<file path="src/rtl/decode_queue_ctrl.sv">
// Decode-to-issue instruction queue with registered early stall.
// Captures decoded bundles into a small FIFO, presents them in order over
// valid/ready, and raises stall early enough to absorb the front end's
// in-flight instructions (skid) after it asserts.
module decode_queue_ctrl #(
  parameter int depth        = 4,
  parameter int ptrWidth     = 2,
  parameter int payloadWidth = 160,
  parameter int addressSize  = 64,
  parameter int skid         = 2
) (
  input  logic                    clock_i,
  input  logic                    resetn_i,
  input  logic                    enable_i,
  input  logic [payloadWidth-1:0] payload_i,
  input  logic [addressSize-1:0]  instructionAddress_i,
  input  logic                    flush_i,
  input  logic                    issueReady_i,
  output logic                    issueValid_o,
  output logic [payloadWidth-1:0] payload_o,
  output logic [addressSize-1:0]  instructionAddress_o,
  output logic                    stall_o,
  output logic [ptrWidth:0]       count_o,
  output logic                    overflow_o
);

  localparam logic [ptrWidth:0] DEPTH_C = (ptrWidth+1)'(depth);

  logic [payloadWidth-1:0] payload_mem [depth];
  logic [addressSize-1:0]  addr_mem    [depth];

  logic [ptrWidth-1:0] wr, rd;
  logic [ptrWidth:0]   count, next_count;
  logic                stall, overflow;
  logic                full, pop, push, drop, stall_next;

  assign full         = (count == DEPTH_C);
  assign issueValid_o = (count != '0);

  // Handshake decode: flush kills both sides; a full queue still accepts a
  // push when the head leaves in the same cycle.
  always_comb begin
    pop        = issueValid_o & issueReady_i & ~flush_i;
    push       = enable_i & ~flush_i & (~full | pop);
    drop       = enable_i & ~flush_i & full & ~pop;
    next_count = count + (ptrWidth+1)'(push) - (ptrWidth+1)'(pop);
    // Stall once the remaining free slots can only just hold the skid.
    stall_next = (int'(next_count) + skid) >= depth;
  end

  // Pointer, occupancy, stall and sticky overflow state.
  always_ff @(posedge clock_i or negedge resetn_i) begin
    if (!resetn_i) begin
      wr       <= '0;
      rd       <= '0;
      count    <= '0;
      stall    <= 1'b0;
      overflow <= 1'b0;
    end else if (flush_i) begin
      wr       <= '0;
      rd       <= '0;
      count    <= '0;
      stall    <= 1'b0;
    end else begin
      if (push) wr <= wr + ptrWidth'(1);
      if (pop)  rd <= rd + ptrWidth'(1);
      count    <= next_count;
      stall    <= stall_next;
      overflow <= overflow | drop;
    end
  end

  // Entry storage; contents are meaningless until written, so no reset.
  always_ff @(posedge clock_i) begin
    if (push) begin
      payload_mem[wr] <= payload_i;
      addr_mem[wr]    <= instructionAddress_i;
    end
  end

  assign payload_o            = payload_mem[rd];
  assign instructionAddress_o = addr_mem[rd];
  assign stall_o              = stall;
  assign count_o              = count;
  assign overflow_o           = overflow;

endmodule
</file>
<file path="config.mk">
export PLATFORM = sky130hd
export DESIGN_NAME = decode_queue_ctrl
export DESIGN_NICKNAME = d
export VERILOG_FILES = /design/src/rtl/decode_queue_ctrl.sv
export SDC_FILE = /design/constraint.sdc
export NUM_CORES = 1
export LEC_CHECK = 0
export CAP_MARGIN = 10
export CORE_MARGIN = 4
export CORE_UTILIZATION = 54
export CTS_CLUSTER_DIAMETER = 80
export DETAILED_ROUTE_END_ITERATION = 7
export PLACE_DENSITY = 0.83
export SYNTH_ARGS = -nofsm -noshare
export SYNTH_HDL_FRONTEND = slang
export SYNTH_SLANG_ARGS = --single-unit
</file>
<file path="constraint.sdc">
create_clock -name clock_i -period 7.9 [get_ports clock_i]
set_input_delay 0.79 -clock clock_i [delete_from_list [all_inputs] [get_ports clock_i]]
set_output_delay 0.79 -clock clock_i [all_outputs]
set_load 0.05 [all_outputs]
</file>
Word-level counts from Yosys, hierarchy flattened
Memory sizes are Yosys's and may differ from the RTL's.
Index checks and enable logic that the tools add are counted.
Word-level totals
  memories: 2
  flip-flop bits (word level): 9
  logic and storage cells: 36
  output and inout bits: 230
  bits of input ports: 229
  RAM bits: 896
Memory list
  payload_mem: words 4, bits a word 160, rd ports 1, clocked after memory_dff 0, write ports 1, RTL line 29  | logic [payloadWidth-1:0] payload_mem [depth];
  addr_mem: words 4, bits a word 64, rd ports 1, clocked after memory_dff 0, write ports 1, RTL line 30  | logic [addressSize-1:0] addr_mem [depth];
Operators by class
  reductions and logical operators: 3
  bitwise logic cells: 11
  multiplexer cells: 8
  $add $sub $neg: 5
  order comparisons: 1
  eq/ne operators: 1
Operators by type and width (count)
  2-bit 2-to-1 mux: 4
  1-bit bitwise AND: 6
  2-bit by 1-bit adder with 2-bit output (second input constant): 2
  3-bit by 2-bit adder with 4-bit output (second input constant): 1
  4-bit by 3-bit greater-or-equal comparator with 1-bit output (second input constant): 1
  2-bit nonzero test: 2
  3-bit by 1-bit adder with 3-bit output: 1
  3-bit equality test (second input constant): 1
  1-bit 2-to-1 mux: 3
  3-bit 2-to-1 mux: 1
  1-bit NOT: 3
  3-bit nonzero test: 1
  3-bit by 1-bit subtractor with 3-bit output: 1
  1-bit OR: 2

Depth between registers and ports, before layout
  word-level depth: 10
  depth in mapped cells: 10
  depth with buffers taken out: 10

Worst setup path after synthesis
No wires, ideal clock.
  kind: register to register
  from: register count[1] (netlist: count_o[1])
  to: memory addr_mem[0][0] (enable)
  clock period less this slack: 6.960 ns
  stages on the path, launching flop included: 4
  setup slack: 0.940 ns
  setup time: 0.613 ns
  arrival time: 6.348 ns
  data required time: 7.287 ns
  buffers on the path: 0
  cell sequence: dfrtp_1 nor4b_4 nor3_1 and2_1
On the way
  cells in the longest elaborated chain, start to end: 7
  elaborated cells on any way between the ends: 9
  classes of those cells: eq/ne (1); mux (2); bitwise (5); reduce/logical (1)
Ends and longest elaborated chain
  start: declaration: RTL line 33  | logic [ptrWidth:0] count, next_count;
  start signal: assignment: RTL line 67  | count <= next_count;
  3-bit nonzero test: RTL line 38  | assign issueValid_o = (count != '0);
  1-bit bitwise AND (2 in a row): RTL line 43  | pop = issueValid_o & issueReady_i & ~flush_i;
  1-bit OR *: RTL line 44  | push = enable_i & ~flush_i & (~full | pop);
  1-bit bitwise AND *: RTL line 44
  1-bit 2-to-1 mux *: RTL line 75  | if (push) begin
  1-bit 2-to-1 mux (implied by the code) *: RTL line 77  | addr_mem[wr] <= instructionAddress_i;
  end: declaration: RTL line 30
Mark *: on every way between the ends. The rest lies on a longest branch, timed or not.

Final worst setup path
  from: register rd[1]
  to: output port payload_o[3]
On the way
  cells in the longest elaborated chain, start to end: 1
Ends and longest elaborated chain
  start: declaration: RTL line 32  | logic [ptrWidth-1:0] wr, rd;
  start signal: assignment: RTL line 66  | if (pop) rd <= rd + ptrWidth'(1);
  memory read 4 x 160 bit
  end: declaration: RTL line 20  | output logic [payloadWidth-1:0] payload_o,
Every way passes these cells.

==> out/metrics.csv <==
stage,metric,value,unit
sta,fmax,0.209,GHz
synthesis,yosys_warnings,0,
critical_path,cp_max_fo,73,
global_route,antenna_found_initial,24,
drt,initialDrtViolationCount,1157,
sta,hold_viol,0,
synthesis,syn_nets,1457,
critical_path,reg2reg_to,payload_mem[2][63],
synthesis,synthTopCellsByArea,"edfxtp_1 82%, mux4_2 15%, dfrtp_1 0.69%",
synthesis,avgSynthCellArea,26.9,sq um
drt,num_vias,14962,
clock_tree,cts_buffers,87,
cells_and_area,multi_input_area,5340,sq um
critical_path,r2r_slack,4.57,ns
global_route,grt_pass1_wl,99900,um
pwr,power_density,325,nW/um^2
synthesis,synth-xor-area-share,0.00107,
synthesis,async_flop_share,0.00994,
hold_path,min_path_type,primary input to asynchronous set/reset pin,
synthesis,synth_top_family_by_area,multiplexers,
synthesis,synth.most_common_cell,edfxtp_1,
sta,rsz0062_at_grt,no,
synthesis,synthMuxAreaShare,0.154,
global_route,grt_max_degree,117,
drt,viasPerCell,5.77,
synthesis,synth_top_area_frac,0.819,
pwr,peakVddDrop,0.000291,V
synthesis,netlist.top_cell.by_area,edfxtp_1,
synthesis,synth_cell_type_count,25,
clock_tree,clock_latency,0.62,ns
die,dieArea,64800,sq um
clock_tree,cts_tree,yes,
cells_and_area,fin_nets,1965,
synthesis,syn_inst,1221,
global_route,overflow,0,
synthesis,synthSimpleGateAreaFrac,0.00297,
synthesis,yosysSeqAreaShare,0.826,
clock_tree,clockRootBuffer,clkbuf_16,
clock_tree,cts.clk_slew.worst_paths,0.06,ns
critical_path,path_class,flop to primary output,
sta,period_minus_slack,4.78,ns
critical_path,rr_worst_depth,4,
sta,skew,0.0177,ns
global_route,grt_pass1_vias,15870,
cells_and_area,instances_no_fill,2592,
global_route,grt_usage,0.208,
synthesis,synthesis.area,32800,sq um
die,io-pin-count,459,
drt,final_antenna_net_count,0,
drt,remaining_drc_errors,0,
sta,worst_pin_slew,1.08,ns
die,die_w,255,um
cells_and_area,post-route-util,0.683,
cells_and_area,syn_to_final_growth,25.3,%
placed_design,gp_congestion,0.784,
clock_tree,clockBufferDepth,3,
cells_and_area,fill_cells,3464,
synthesis,synth-edff-count,896,
synthesis,synthAdderAreaFrac,0.00290,
die,start_util,0.545,
die,design.core.area,60200,sq um
placed_design,dp_cells,2422,
synthesis,synth-seq-cells,905,
sta,maxSlewHeadroom,0.278,
critical_path,worstSetupEndpointType,primary output,
critical_path,worst-endpoint-required,7.11,ns
sta,min_period_over_period,0.605,
cells_and_area,drive_gt1_frac,0.207,
drt,wl,67900,um
critical_path,r2r-start,count_o[2],
die,rows,90,
critical_path,worstPathArrival,3.99,ns
sta,final.setup.tns,0,ns
synthesis,yosys-top-cells-count,"896 x edfxtp_1, 224 x mux4_2, 26 x buf_2, 17 x buf_6, 9 x dfrtp_1",
drt,dr.pass1.iters,5,
clock_tree,postCtsHoldBufs,0,
sta,setup_viol,0,
critical_path,start_kind,flop,
flow_run,drv_cap,0,
synthesis,synth-compound-area-share,0.00130,
die,die_h,255,um
run_status,outcome,finished clean,
synthesis,ys.flop_type,edfxtp_1,
clock_tree,cts.sinks,905,
placed_design,port_buffers,458,
sta,maxSlewViolCount,0,
pwr,p_leak,12.8,nW
clock_tree,cts_htree_levels,3,
drt,wire_per_inst,26.2,um
clock_tree,ctsResizeCount,0,
clock_tree,cts_setup_buffers,0,
placed_design,hpwlAfterDp,40600,um
cells_and_area,seqCellArea,27100,sq um
[flip-flops by register name, indices dropped and copies added, names as in the netlist]
| name | cells |
|---|---|
| rd | 2 |
| stall_o | 1 |
| overflow_o | 1 |
| addr_mem | 256 |
| count_o | 3 |
| payload_mem | 640 |
| wr | 2 |
[metrics by stage]
stage | setup WS [ns] | total power, mW | cell area (sq um) | hold WS (ns)
2_1_floorplan | 0.940 | 8.24 | 32800 | 0.494
3_3_place_gp | 3.75 | 9.32 | 38200 | 0.461
3_5_place_dp | 3.74 | 9.35 | 38200 | 0.463
4_1_cts | 3.07 | 13.5 | 41100 | 0.451
5_1_grt | 2.98 | 13.8 | 41100 | 0.476
6_report | 3.12 | 13.4 | 41200 | 0.475
[cell type report]
cell class / count / area share
diodes: 14 / 0.000851
well taps: 782 / 0.0238
multi-input cells: 257 / 0.130
repair buffers: 470 / 0.116
inverters: 8 / 0.000729
clock buffers: 100 / 0.0551
clock inverters: 56 / 0.0150
flip-flops and latches: 905 / 0.659
[placed cells by master, fill, tap and decap left out]
cell               n
edfxtp_1         896
clkdlybuf4s50_1  458
mux4_2           224
clkbuf_16         89
clkinv_1          18
clkinv_2          16
diode_2           14
clkbuf_1          11
bufinv_16         11
inv_1              8
dfrtp_1            7
buf_12             7
ha_1               6
nor2_1             5
buf_4              5
and2_4             4
clkinvlp_4         4
nor2b_1            2
or3_1              2
xnor2_1            2
xor2_1             2
clkinv_8           2
inv_6              2
dfrtp_4            2
nor4b_4            1
nor3_1             1
o31ai_1            1
o21bai_1           1
o21ai_0            1
a21oi_1            1
mux2_2             1
o311ai_0           1
a31o_2             1
fa_1               1
inv_16             1
clkinv_16          1
inv_8              1
[worst max path at each step]
stage               start                  to  slack (ns)
2_1_floorplan  count_o[1]      addr_mem[0][0]        0.94
3_3_place_gp        rd[1]       payload_o[98]        3.75
3_5_place_dp      flush_i  payload_mem[2][71]        3.74
6_report            rd[1]        payload_o[3]        3.12
5_1_grt             rd[1]        payload_o[3]        2.98
4_1_cts             rd[1]        payload_o[3]        3.07
[routing by layer]
layer  routed length, um  global-route usage  share of wire
met1               25100               0.274           0.37
met3                7650              0.0779           0.11
met5                 135                   0         0.0020
met4                1400              0.0588          0.021
met2               33700               0.334           0.50
[kinds of logic after synthesis]
group | count (synthesis)
fa+ha+maj | 7
xor+xnor | 4
compound gates | 6
simple gates | 15
buf+inv | 59
flops | 905
mux | 225
[power breakdown]
group | switching, mW | internal [mW]
clock | 1.71 | 2.43
sequential | 0.103 | 5.50
combinational | 2.25 | 1.39
total | 4.06 | 9.32
[critical path: stages (launching register included)]
cell,delay [ns]
dfrtp_4,1.14
buf_4,0.84
mux4_2,0.38
clkdlybuf4s50_1,0.86
No activity file was read; power rests on OpenSTA's default activity.
